`src/rtl/wb_regfile_unit.sv`:
```
// Writeback-stage register file: selects the writeback value, writes the
// 4 x DATA_W register file, serves two bypassed decode read ports plus a
// bypassed stack-pointer view, and owns the registered OUT_PORT latch.
module wb_regfile_unit #(
   parameter int                 DATA_W   = 8,
   parameter int                 SP_IDX   = 3,
   parameter logic [DATA_W-1:0]  SP_RESET = DATA_W'(8'hFF)
) (
   input  logic              clk,
   input  logic              reset,
   input  logic              wr_en_regf_W,
   input  logic [1:0]        mux_rdata_sel_W,
   input  logic [1:0]        ADDER_W,
   input  logic [DATA_W-1:0] alu_out_W,
   input  logic [DATA_W-1:0] read_data_W,
   input  logic [DATA_W-1:0] IN_PORT_W,
   input  logic [DATA_W-1:0] RD2_W,
   input  logic              out_port_sel_W,
   input  logic              sp_wr_en,
   input  logic [DATA_W-1:0] sp_next,
   input  logic [1:0]        ra1,
   input  logic [1:0]        ra2,
   output logic [DATA_W-1:0] rd1,
   output logic [DATA_W-1:0] rd2,
   output logic [DATA_W-1:0] sp_out,
   output logic [DATA_W-1:0] wb_data,
   output logic [DATA_W-1:0] OUT_PORT,
   output logic              out_strobe
);

   localparam logic [1:0] SP_ADDR = 2'(SP_IDX);

   logic [DATA_W-1:0] regs [4];

   // Writeback data select; also forwarded upstream as wb_data.
   always_comb begin
      // NOTE: every combinational output gets a value on every path (the
      // default arm here) so no latch is inferred.
      unique case (mux_rdata_sel_W)
         2'b00:   wb_data = alu_out_W;
         2'b01:   wb_data = read_data_W;
         2'b10:   wb_data = IN_PORT_W;
         default: wb_data = RD2_W;
      endcase
   end

   // Register array update: writeback has priority over the SP port on the
   // SP entry; writes to different entries both land.
   always_ff @(posedge clk or negedge reset) begin
      if (!reset) begin
         // NOTE: the array is only four entries of architectural state, so it
         // is reset explicitly (SP entry to its own value) rather than left
         // as an uninitialised memory.
         for (int i = 0; i < 4; i++) begin
            regs[i] <= (2'(i) == SP_ADDR) ? SP_RESET : '0;
         end
      end else begin
         for (int i = 0; i < 4; i++) begin
            // NOTE: non-blocking assignments keep every entry sampling the
            // pre-edge inputs, independent of statement order.
            if (wr_en_regf_W && ADDER_W == 2'(i)) begin
               regs[i] <= wb_data;
            end else if (sp_wr_en && SP_ADDR == 2'(i)) begin
               regs[i] <= sp_next;
            end
         end
      end
   end

   // Write-first read: pending writeback, then pending SP update, then array.
   function automatic logic [DATA_W-1:0] bypass_read(input logic [1:0] addr);
      if (wr_en_regf_W && ADDER_W == addr) begin
         return wb_data;
      end else if (sp_wr_en && addr == SP_ADDR) begin
         return sp_next;
      end
      return regs[addr];
   endfunction

   // Decode-side read ports and stack-pointer view.
   always_comb begin
      rd1    = bypass_read(ra1);
      rd2    = bypass_read(ra2);
      sp_out = bypass_read(SP_ADDR);
   end

   // OUT_PORT latch with a one-cycle strobe per OUT instruction.
   always_ff @(posedge clk or negedge reset) begin
      if (!reset) begin
         OUT_PORT   <= '0;
         out_strobe <= 1'b0;
      end else begin
         out_strobe <= out_port_sel_W;
         if (out_port_sel_W) begin
            OUT_PORT <= RD2_W;
         end
      end
   end

endmodule

```
`config.mk`:
```
export PLATFORM = sky130hd
export DESIGN_NAME = wb_regfile_unit
export DESIGN_NICKNAME = d
export VERILOG_FILES = /design/src/rtl/wb_regfile_unit.sv
export SDC_FILE = /design/constraint.sdc
export NUM_CORES = 1
export LEC_CHECK = 0
export CORE_UTILIZATION = 35
export DETAILED_ROUTE_END_ITERATION = 12
export PLACE_DENSITY = 0.64
export SYNTH_ARGS = -nofsm -noshare
export SYNTH_HDL_FRONTEND = slang
export SYNTH_SLANG_ARGS = --single-unit
```
`constraint.sdc`:
```
create_clock -name clk -period 1.78 [get_ports clk]
set_input_delay 0.267 -clock clk [delete_from_list [all_inputs] [get_ports clk]]
set_output_delay 0.267 -clock clk [all_outputs]
set_load 0.01 [all_outputs]
```
==> reports/qor_table.md, run 1 <==
| Step | Result | Value |
|:---|:---|:---|
| layout | Ant. Diodes | 0 |
| sta | Relative slew slack | 66.57% |
| detailed routing | Via density per instance | 4.997 |
| cts | Max Buffers Root-to-Sink | 2 |
| floorplanning | Die boundary height | 85.94 um |
| power | Cell Pwr Density | 780.0 mW/mm2 |
| power | Part of the total power dissipated in combinational logic | 44.6% |
| layout | Core Util, Final | 61.95% |
| synthesis | Total standard cell area after synthesis | 0.002466 mm2 |
| layout | Area growth syn-to-layout | 70.67% |
| sta | Setup violation total in the final timing report | 17 |
| worst hold path | Hold Path Stages | 2 |
| detailed routing | Per-cell routed wire length | 18.41 um |
| sta | Slew at the pin with the worst max-slew slack | 501.4 ps |
| synthesis | Mean post-synth cell area | 16.33 um2 |
| global routing | Number of antenna violations at the first check in global routing | 0 |
| floorplanning | Area of the core | 0.006794 mm2 |
| synthesis | Most used standard cell by instance count after synthesis | sky130_fd_sc_hd__mux2_2 |
| cts | Number of clock sinks seen by CTS | 41 |
| synthesis | Post-Syn Nets | 204 |
| power | Clk pwr share | 17.9% |
| sta | Final Hold Fails | 0 |
| cts | Worst skew pair latency | 290 ps |
| cts | CTS Buf Count | 5 |
| critical path | Number of cells on the critical path | 4 |
| detailed routing | Final wirelength | 7344 um |
| place | Routability Congestion | 0.7240 |
| synthesis | EDFF count, synth | 0 |
| power | Power Total | 3.283 mW |
| power | Switch share | 27.60% |
| synthesis | Share of synthesized flip-flops with an asynchronous set or reset | 100.0% |
| place | Area of placed instances | 0.003807 mm2 |
| layout | Final non-filler cell area | 0.004209 mm2 |
| cts | Htree depth | 2 |
| power | Leakage power | 1.944 nW |
| cts | Root buffer selected by CTS | sky130_fd_sc_hd__clkbuf_8 |
| layout | Number of standard cells in the layout, taps in and fillers out | 399 |
| floorplanning | Initial Utilization | 36.30% |
| synthesis | Share of the synthesized area in the top cell type | 33.49% |
| floorplanning | Die boundary width | 85.94 um |
| detailed routing | Routed via count | 1994 |
| critical path | CP Class | flip-flop to primary output |
| critical path | Capturing element type of the critical path | primary output |
| sta | Clk_skew | 0 ps |
| detailed routing | First DRT Iteration DRCs | 101 |
| floorplanning | Number of placement rows | 30 |
| critical path | Largest fanout on the critical path | 3 |
| detailed routing | DRC violations left | 0 |
| critical path | Library cell appearing most often on the critical path | sky130_fd_sc_hd__mux2_4 |
| critical path | Path depth of the worst reg2reg path | 3 |
| status | Failing checks | setup timing |
| synthesis | Count of mapped cells out of synthesis | 151 |
| critical path | Slowest stage cell, crit path | sky130_fd_sc_hd__mux4_2 |
| worst hold path | Worst hold path type | input pin to flip-flop |
| layout | Post-layout nets | 355 |
| power | Int Power | 2.377 mW |
| synthesis | Distinct cell type count after synthesis | 14 |
| power | Flop pwr share | 37.5% |
| floorplanning | Area of the die | 0.007386 mm2 |
| status | Result of the run | complete, but fails checks |
| synthesis | Count of warnings emitted by yosys | 0 |
| synthesis | Post-synth top area cell | sky130_fd_sc_hd__dfrtp_1 |
| sta | Period minus WS final | 2085 ps |
| sta | RSZ-0062 raised after global routing | true |
| critical path | Critical path buffers and inverters | 1 |
| layout | Fraction of layout cells with a size suffix above 1 | 65.35% |
| detailed routing | Antenna viol nets, final | 0 |
| power | Switching power | 906.3 uW |
| synthesis | Leading cell types by total area after synthesis | sky130_fd_sc_hd__dfrtp_1, sky130_fd_sc_hd__mux2_2, sky130_fd_sc_hd__mux4_2 |
| global routing | Via count of the first global-routing pass | 2165 |
| global routing | Global-route wire length before repair | 11640 um |
| place | HPWL after DPL | 5239 um |
| global routing | Global route total overflow | 0 |
| critical path | Critical path data required time | 1510 ps |
| place | Post-Place Cells | 367 |
| critical path | Crit path largest cell delay | 470 ps |
| place | Number of port buffers | 93 |
| critical path | Arrival time reported for the critical path endpoint | 1820 ps |
| sta | Highest clock rate | 479.7 MHz |
| sta | Share of the clock period used by the worst path after layout | 117.1% |
| critical path | Critical Path, Cell by Cell | mux2_4 > mux4_2 > mux2_4 > buf_6 |
| sta | Count of final max-slew check failures | 0 |
| sta | Worst hold margin | 226.9 ps |
| floorplanning | Count of boundary I/O pins | 94 |
| synthesis | Most numerous cell types in the synthesized netlist | sky130_fd_sc_hd__mux2_2, sky130_fd_sc_hd__dfrtp_1, sky130_fd_sc_hd__mux4_2 |
| sta | Slack of the critical path | -304.8 ps |
| cts | TritonCTS clock tree | built |
| critical path | Startpoint class of the critical path | flip-flop |
| synthesis | Part of the Yosys area used for sequential elements | 42.01% |
| job | Max-Cap Viols | 0 |
| global routing | Largest net degree at the start of global routing | 23 |
| detailed routing | Number of search-and-repair iterations in the first detailed-routing pass | 4 |
| synthesis | Predominant post-synthesis flop cell | sky130_fd_sc_hd__dfrtp_1 |
| critical path | Largest delay share family, worst path | multiplexers |
| synthesis | Synth Register Bits | 41 |
| cts | CTS clk-pin slew, worst paths | 80 ps |
| global routing | Overall Global Routing Usage | 21.63% |
| power | IR Drop Worst-Case VDD | 0.2845 mV |
## final cells by class
type	instances	area, um2
flip-flops and latches	41	1036
well taps	96	120.1
fillers	566	2585
repair buffers	156	1510
multi-input cells	98	1463
clock buffers	8	80.08
## sequential cells by signal (all words and copies together), names as in the netlist
signal / cells
regs: 32
OUT_PORT: 8
out_strobe: 1
## per-stage QoR
step / setup WS [ps] / setup TNS [ps]
floorplan: 67.71 / 0
global placement: -964.5 / -31670
detailed placement: -981.4 / -31640
CTS: -305.6 / -4661
global route: -347.7 / -5304
finish: -304.8 / -4512
## worst register-to-register path, cell delays in order (launching register included)
cell and delay (ps):
sky130_fd_sc_hd__dfstp_2 370, sky130_fd_sc_hd__mux2_4 270, sky130_fd_sc_hd__buf_4 130, sky130_fd_sc_hd__mux2_4 270
## metal layers
layer  track usage, %  vias to the layer above  wire, um
met4            6.364                        0       121
met5                0                        -         0
met1            29.32                      993      3219
li1                 -                      901         -
met2            34.05                       90      3482
met3            5.871                       10       520
## timing repair
item / 4_1_cts / 5_1_grt
hold buffers: 1 / 0
gates cloned: 2 / 0
setup endpoints to repair: 32 / 21
hold endpoints to repair: 15 / 0
buffers inserted: 17 / 6
resized for setup: 224 / 16
## power by group through the flow
stage / Clock (mW) / Combinational [mW] / Sequential (mW)
after floorplan: 0 / 0.659 / 1.22
after global placement: 0 / 1.27 / 1.24
after detailed placement: 0 / 1.29 / 1.25
after CTS: 0.607 / 1.44 / 1.23
after global routing: 0.650 / 1.56 / 1.26
final: 0.588 / 1.46 / 1.23
## cell families after synthesis
| kind of cell | after synthesis | share of synthesized area (%) |
|---|---|---|
| multiplexers | 88 | 52.36 |
| flip-flops | 41 | 42.01 |
| buffers and inverters | 12 | 2.435 |
| AND/OR/NAND/NOR | 6 | 1.776 |
| XOR/XNOR | 4 | 1.420 |
## path summary, 6_finish.rpt
kind | to | slack (ps) | start
worst min-delay path | OUT_PORT[5]$_DFFE_PN0P_ | 230 | RD2_W[5]
worst max register to register | regs[5]$_DFFE_PN1N_ | 670 | regs[5]$_DFFE_PN1N_
max in group asynchronous | regs[6]$_DFFE_PN1N_ | 730 | reset
worst max-delay path | rd1[2] | -300 | regs[2]$_DFFE_PN1N_
worst min register to register | OUT_PORT[7]$_DFFE_PN0P_ | 520 | OUT_PORT[7]$_DFFE_PN0P_
min in group asynchronous | regs[29]$_DFFE_PN0P_ | 480 | reset
## placed cells by master, fill, tap and decap left out, types with 2 or more instances in the layout
master,count
sky130_fd_sc_hd__mux2_2,36
sky130_fd_sc_hd__dfrtp_1,33
sky130_fd_sc_hd__nand3b_1,2
sky130_fd_sc_hd__xnor2_1,3
sky130_fd_sc_hd__buf_6,36
sky130_fd_sc_hd__dlymetal6s2s_1,2
sky130_fd_sc_hd__clkbuf_8,5
sky130_fd_sc_hd__buf_4,44
sky130_fd_sc_hd__clkdlybuf4s15_1,9
sky130_fd_sc_hd__buf_2,3
sky130_fd_sc_hd__mux2_4,28
sky130_fd_sc_hd__mux4_2,24
sky130_fd_sc_hd__clkbuf_1,3
sky130_fd_sc_hd__clkdlybuf4s50_1,10
sky130_fd_sc_hd__dfstp_2,8
sky130_fd_sc_hd__bufbuf_16,2
sky130_fd_sc_hd__dlygate4sd2_1,41
sky130_fd_sc_hd__clkbuf_2,3
sky130_fd_sc_hd__buf_12,4
No activity file was read; power rests on OpenSTA's default activity.
==> inputs of run 2 (changes only) <==
--- a/config.mk
+++ b/config.mk
@@ -7,6 +7,7 @@
 export LEC_CHECK = 0
 export CORE_UTILIZATION = 35
 export DETAILED_ROUTE_END_ITERATION = 12
+export HOLD_SLACK_MARGIN = 0.1
 export PLACE_DENSITY = 0.64
 export SYNTH_ARGS = -nofsm -noshare
 export SYNTH_HDL_FRONTEND = slang
==> constraint.sdc (replaced) <==
create_clock -name clk -period 2.5 [get_ports clk]
set_input_delay 0.375 -clock clk [delete_from_list [all_inputs] [get_ports clk]]
set_output_delay 0.375 -clock clk [all_outputs]
set_load 0.01 [all_outputs]
==> run 2 against run 1 <==
The flow now finishes without violations; sequential share of layout area is 1.7 points higher; largest power group unchanged; register-to-register slack better by 830 ps; critical path depth increased by 2; sequential power is 29% lower.
==> reports/qor_table.md, run 2 (synthesized netlist as in run 1, its figures left out) <==
| Step | Result | Value | Delta |
|:---|:---|:---|:---|
| layout | Area growth syn-to-layout | 59.77% |  |
| sta | Relative slew slack | 37.70% | -29 points |
| floorplanning | Count of boundary I/O pins | 94 | unchanged |
| global routing | Global route total overflow | 0 | unchanged |
| critical path | Critical path data required time | 2120 ps | +610 ps |
| floorplanning | Die boundary width | 85.94 um | unchanged |
| cts | CTS Buf Count | 5 | unchanged |
| place | HPWL after DPL | 4985 um | -4.8% |
| global routing | Via count of the first global-routing pass | 2048 | -5.4% |
| sta | Period minus WS final | 2461 ps |  |
| cts | Max Buffers Root-to-Sink | 2 | unchanged |
| critical path | Largest delay share family, worst path | buffers and inverters |  |
| detailed routing | Antenna viol nets, final | 0 | unchanged |
| power | IR Drop Worst-Case VDD | 0.2092 mV | -26% |
| cts | Htree depth | 2 | unchanged |
| layout | Final non-filler cell area | 0.003940 mm2 | -6.4% |
| detailed routing | First DRT Iteration DRCs | 65 | -36% |
| critical path | Capturing element type of the critical path | primary output |  |
| cts | CTS clk-pin slew, worst paths | 80 ps | about the same |
| layout | Top reg by flops | regs |  |
| floorplanning | Area of the core | 0.006794 mm2 | unchanged |
| critical path | Arrival time reported for the critical path endpoint | 2090 ps | +270 ps |
| cts | Worst skew pair latency | 300 ps | about the same |
| detailed routing | DRC violations left | 0 | unchanged |
| sta | Share of the clock period used by the worst path after layout | 98.44% |  |
| layout | Flip-flop count of the largest register, all copies and words added | 32 | unchanged |
| critical path | Slowest stage cell, crit path | sky130_fd_sc_hd__clkdlybuf4s50_1 |  |
| layout | Fraction of layout cells with a size suffix above 1 | 52.63% | -13 points |
| worst hold path | Worst hold path type | input pin to asynchronous set/reset pin |  |
| sta | Clk_skew | 0 ps | unchanged |
| global routing | Largest net degree at the start of global routing | 42 | +83% |
| sta | Setup violation total in the final timing report | 0 | -17 |
| sta | Final Hold Fails | 0 | unchanged |
| critical path | Largest fanout on the critical path | 3 | unchanged |
| floorplanning | Area of the die | 0.007386 mm2 | unchanged |
| critical path | Path depth of the worst reg2reg path | 2 | -1 |
| detailed routing | Routed via count | 1881 | -5.7% |
| power | Cell Pwr Density | 553.0 mW/mm2 | -29% |
| layout | Most frequent standard cell in the layout excluding fill and tap cells | sky130_fd_sc_hd__clkdlybuf4s50_1 |  |
| cts | Number of clock sinks seen by CTS | 41 | unchanged |
| critical path | CP Class | input pin to primary output |  |
| global routing | Global-route wire length before repair | 10740 um | -7.7% |
| place | Area of placed instances | 0.003750 mm2 | -1.5% |
| sta | Slew at the pin with the worst max-slew slack | 934.5 ps | +433.1 ps |
| layout | Number of filler instances in the final layout | 560 | -1.1% |
| power | Leakage power | 1.659 nW | -15% |
| detailed routing | Via density per instance | 4.937 | -1.2% |
| sta | Worst hold margin | 215.9 ps | -11.01 ps |
| sta | RSZ-0062 raised after global routing | false |  |
| cts | Cts-stage hold buffer count | 0 | -1 |
| critical path | Startpoint class of the critical path | input pin |  |
| detailed routing | Number of search-and-repair iterations in the first detailed-routing pass | 4 | unchanged |
| critical path | Reg-to-reg slack, setup | 1500 ps | +830 ps |
| floorplanning | Die boundary height | 85.94 um | unchanged |
| detailed routing | Per-cell routed wire length | 18.15 um | -1.4% |
| layout | Post-layout nets | 337 | -5.1% |
| floorplanning | Number of placement rows | 30 | unchanged |
| detailed routing | Final wirelength | 6916 um | -5.8% |
| job | Max-Cap Viols | 0 | unchanged |
| global routing | Overall Global Routing Usage | 20.07% | -1.6 points |
| cts | TritonCTS clock tree | built |  |
| global routing | Number of antenna violations at the first check in global routing | 0 | unchanged |
| cts | Root buffer selected by CTS | sky130_fd_sc_hd__clkbuf_8 |  |
| place | Number of port buffers | 93 | unchanged |
| sta | Highest clock rate | 406.3 MHz |  |
| critical path | Critical path buffers and inverters | 3 | +2 |
| critical path | Number of cells on the critical path | 6 | +2 |
| sta | Count of final max-slew check failures | 0 | unchanged |
| layout | Largest registers | regs (32), OUT_PORT (8), out_strobe (1) |  |
| critical path | Critical Path, Cell by Cell | clkdlybuf4s50_1 > xnor2_1 > and3_1 > buf_4 > mux2_2 > dlygate4sd2_1 |  |
| place | Routability Congestion | 0.7309 | +0.95% |
| layout | Most used cells in the layout excluding fill and tap cells | sky130_fd_sc_hd__clkdlybuf4s50_1, sky130_fd_sc_hd__mux2_2, sky130_fd_sc_hd__buf_4 |  |
| floorplanning | Initial Utilization | 36.30% | unchanged |
| layout | Ant. Diodes | 0 | unchanged |
| critical path | Crit path largest cell delay | 580 ps | +110 ps |
| status | Result of the run | finished, final reports clean |  |
==> run 2: power breakdown <==
group | leakage (nW) | total (mW) | internal [mW] | switching [mW]
Combinational | 1.14 | 0.877 | 0.571 | 0.306
Sequential | 0.473 | 0.876 | 0.799 | 0.0773
Clock | 0.0422 | 0.426 | 0.196 | 0.230
==> run 2: repair_timing <==
action | in CTS | in global routing
gates cloned | 1 | 1
pin swaps | 1 | 0
gates resized for setup | 32 | 6
setup endpoints to repair | 31 | 16
buffers inserted | 9 | 1
==> run 2: final timing paths <==
check,startpoint,endpoint
max in group asynchronous,reset,regs[18]$_DFFE_PN0P_
setup / recovery,ADDER_W[0],rd1[4]
hold / removal,reset,regs[29]$_DFFE_PN0P_
min in group clk,OUT_PORT[4]$_DFFE_PN0P_,OUT_PORT[4]$_DFFE_PN0P_
setup reg to reg,regs[5]$_DFFE_PN1N_,regs[5]$_DFFE_PN1N_
hold reg to reg,OUT_PORT[4]$_DFFE_PN0P_,OUT_PORT[4]$_DFFE_PN0P_
==> run 2: stage by stage <==
step / setup WS [ps] / TNS (ps) / utilization [%] / cells / power [mW]
floorplan: 571.7 / 0 / - / 151 / 1.337
detailed placement: -465.5 / -10050 / 55.19 / 361 / 1.794
global route: 5.418 / 0 / 57.99 / 381 / 2.292
global placement: -452.1 / -9744 / 55.19 / 361 / 1.782
finish: 38.97 / 0 / 57.99 / 381 / 2.179
CTS: 5.865 / 0 / 57.46 / 379 / 2.190
==> run 2: cell type report <==
type,count,area [um2],share of cell area (%)
multi-input combinational,98,1370,34.77
timing repair buffer,138,1333,33.82
sequential,41,1036,26.29
tap,96,120.1,3.049
clock buffer,7,76.32,1.937
clock inverter,1,5.005,0.1270
==> run 2: routing by layer <==
metal	part of all wire, %	GRT usage [%]	vias up
met5	0	0	-
met2	48	33.48	78
met1	44	25.31	942
met4	1.1	5.909	0
li1	-	-	855
met3	6.6	5.871	6
==> inputs of run 3 (changes only) <==
--- a/config.mk
+++ b/config.mk
@@ -7,8 +7,9 @@
 export LEC_CHECK = 0
 export CORE_UTILIZATION = 35
 export DETAILED_ROUTE_END_ITERATION = 12
+export DONT_BUFFER_PORTS = 1
 export HOLD_SLACK_MARGIN = 0.1
-export PLACE_DENSITY = 0.64
+export PLACE_DENSITY = 0.47
 export SYNTH_ARGS = -nofsm -noshare
 export SYNTH_HDL_FRONTEND = slang
 export SYNTH_SLANG_ARGS = --single-unit
==> run 3 against run 2 <==
Register-to-register slack lost 30 ps; critical path depth down 3; clock power is 31% higher; power fell by 9.7%; non-clock buffer count down 134; critical endpoint is now rd1[7].
==> reports/qor_table.md, run 3 (synthesized netlist as in run 1, its figures left out) <==
| Step | Result | Value | Delta |
|:---|:---|:---|:---|
| status | Result of the run | finished, final reports clean |  |
| detailed routing | Final wirelength | 5900 um | -15% |
| sta | Count of final max-slew check failures | 0 | unchanged |
| worst hold path | Worst hold path type | input pin to flip-flop |  |
| floorplanning | Initial Utilization | 36.30% | unchanged |
| layout | Largest registers | regs (32), OUT_PORT (8), out_strobe (1) |  |
| sta | RSZ-0062 raised after global routing | false |  |
| power | IR Drop Worst-Case VDD | 0.2915 mV | +39% |
| global routing | Overall Global Routing Usage | 16.35% | -3.7 points |
| cts | Htree depth | 2 | unchanged |
| layout | Flip-flop count of the largest register, all copies and words added | 32 | unchanged |
| critical path | Reg-to-reg slack, setup | 1470 ps | -30 ps |
| sta | Final Hold Fails | 0 | unchanged |
| critical path | Capturing element type of the critical path | primary output |  |
| sta | Period minus WS final | 2102 ps | -359.2 ps |
| sta | Slew at the pin with the worst max-slew slack | 603.5 ps | -331.1 ps |
| sta | Accumulated negative setup slack | 0 ps | unchanged |
| global routing | Global-route wire length before repair | 8756 um | -18% |
| power | Int Power | 1.437 mW | -8.2% |
| worst hold path | Hold_sp | RD2_W[5] |  |
| detailed routing | First DRT Iteration DRCs | 34 | -48% |
| cts | Worst skew pair latency | 290 ps | about the same |
| power | Cell Pwr Density | 728.3 mW/mm2 | +32% |
| sta | Slack of the critical path | 398.2 ps | +359.2 ps |
| layout | Top reg by flops | regs |  |
| global routing | Largest net degree at the start of global routing | 42 | unchanged |
| detailed routing | Number of search-and-repair iterations in the first detailed-routing pass | 4 | unchanged |
| layout | Area growth syn-to-layout | 9.538% |  |
| sta | Share of the clock period used by the worst path after layout | 84.07% | -14 points |
| critical path | Reg-to-reg startpoint | regs[7]$_DFFE_PN1N_ |  |
| sta | Relative slew slack | 59.66% | +22 points |
| job | Max-Cap Viols | 0 | unchanged |
| global routing | Global route total overflow | 0 | unchanged |
| layout | Number of filler instances in the final layout | 639 | +14% |
| cts | CTS Buf Count | 5 | unchanged |
| power | Power Total | 1.967 mW | -9.7% |
| detailed routing | Per-cell routed wire length | 23.89 um | +32% |
| sta | Setup violation total in the final timing report | 0 | unchanged |
| floorplanning | Number of placement rows | 30 | unchanged |
| sta | Highest clock rate | 475.8 MHz | +17% |
| sta | Clk_skew | 0 ps | unchanged |
| detailed routing | DRC violations left | 0 | unchanged |
| critical path | Startpoint class of the critical path | flip-flop |  |
| worst hold path | Hold Path Stages | 1 |  |
| layout | Fraction of layout cells with a size suffix above 1 | 70.86% | +18 points |
| place | Number of port buffers | 0 | -100% |
| power | Clk pwr share | 28.5% | +8.9 points |
| detailed routing | Antenna viol nets, final | 0 | unchanged |
| detailed routing | Via density per instance | 5.676 | +15% |
| layout | Most used cells in the layout excluding fill and tap cells | sky130_fd_sc_hd__mux2_2, sky130_fd_sc_hd__dfrtp_1, sky130_fd_sc_hd__mux4_2 |  |
| global routing | Via count of the first global-routing pass | 1541 | -25% |
| critical path | Path depth of the worst reg2reg path | 2 | unchanged |
| place | Routability Congestion | 0.7066 | -3.3% |
| cts | CTS clk-pin slew, worst paths | 80 ps | about the same |
| critical path | End of the worst register-to-register path | regs[7]$_DFFE_PN1N_ |  |
| floorplanning | Die boundary height | 85.94 um | unchanged |
| power | Leakage power | 1.027 nW | -38% |
| power | Part of the total power dissipated in combinational logic | 26.7% | -14 points |
| cts | Buffer count from post-CTS setup fixing | 0 | -9 |
| cts | Number of clock sinks seen by CTS | 41 | unchanged |
| detailed routing | Routed via count | 1402 | -25% |
| cts | Root buffer selected by CTS | sky130_fd_sc_hd__clkbuf_8 |  |
| power | Switch share | 26.95% | -1.2 points |
| cts | TritonCTS clock tree | built |  |
| floorplanning | Area of the core | 0.006794 mm2 | unchanged |
| floorplanning | Area of the die | 0.007386 mm2 | unchanged |
| floorplanning | Count of boundary I/O pins | 94 | unchanged |
| worst hold path | End point of the most critical hold path | OUT_PORT[5]$_DFFE_PN0P_ |  |
| critical path | Arrival time reported for the critical path endpoint | 1730 ps | -360 ps |
| floorplanning | Die boundary width | 85.94 um | unchanged |
| layout | Post-layout nets | 203 | -40% |
| cts | Max Buffers Root-to-Sink | 2 | unchanged |
| layout | Most frequent standard cell in the layout excluding fill and tap cells | sky130_fd_sc_hd__mux2_2 |  |
| global routing | Number of antenna violations at the first check in global routing | 0 | unchanged |
| critical path | Critical path data required time | 2120 ps | about the same |
| critical path | Largest fanout on the critical path | 3 | unchanged |
| critical path | CP Class | flip-flop to primary output |  |
| power | Switching power | 530.2 uW | -14% |
| place | HPWL after DPL | 4164 um | -16% |
| place | Setup slack at placement | 654.6 ps | +1120 ps |
| power | Flop pwr share | 44.8% | +4.6 points |
| layout | Ant. Diodes | 0 | unchanged |
## run 3: through the flow
step	utilization [%]	hold WS, ps	area (um2)	std cells
floorplan	-	79.41	2466	151
finish	39.76	231.2	2701	247
global route	39.76	215.5	2701	247
CTS	39.76	219.0	2701	247
detailed placement	37.29	80.68	2534	236
global placement	37.29	80.71	2534	236
## run 3: how the worst max path moves through the flow
| stage | from | to |
|---|---|---|
| floorplan | sp_wr_en | rd2[0] |
| global route | regs[7]$_DFFE_PN1N_ | rd1[7] |
| finish | regs[7]$_DFFE_PN1N_ | rd1[7] |
| detailed placement | sp_wr_en | rd1[7] |
| CTS | regs[7]$_DFFE_PN1N_ | rd1[7] |
| global placement | ra2[0] | rd2[7] |
## run 3: layout make-up
cell class	instances	area [um2]	area share (%)
multi-input cells	98	1370	50.72
flip-flops and latches	41	1036	38.35
well taps	96	120.1	4.446
clock buffers	6	82.58	3.057
repair buffers	4	55.05	2.038
clock inverters	2	37.54	1.390
## run 3: timing repair
action	4_1_cts	5_1_grt
gates resized for setup	0	0
hold endpoints to repair	42	0
hold buffers	3	0
## run 3: critical path, cell delays in order, from the launching register on
cell                      delay (ps)
sky130_fd_sc_hd__dfstp_2         370
sky130_fd_sc_hd__mux2_4          270
sky130_fd_sc_hd__mux4_2          480
sky130_fd_sc_hd__mux2_2          310
## run 3: routing by layer
metal	up-vias	global-route usage (%)	share of wire (%)
li1	595	-	-
met1	732	21.46	42
met2	70	26.48	49
met3	5	4.716	8.4
met4	0	4.545	0.81
met5	-	0	0
## run 3: power groups by stage
stage                     Sequential, mW  Combinational [mW]  Clock, mW
after floorplan                    0.868               0.469          0
after global placement             0.885               0.500          0
after detailed placement           0.894               0.508          0
after CTS                          0.882               0.532      0.579
after global routing               0.899               0.562      0.604
final                              0.882               0.525      0.560
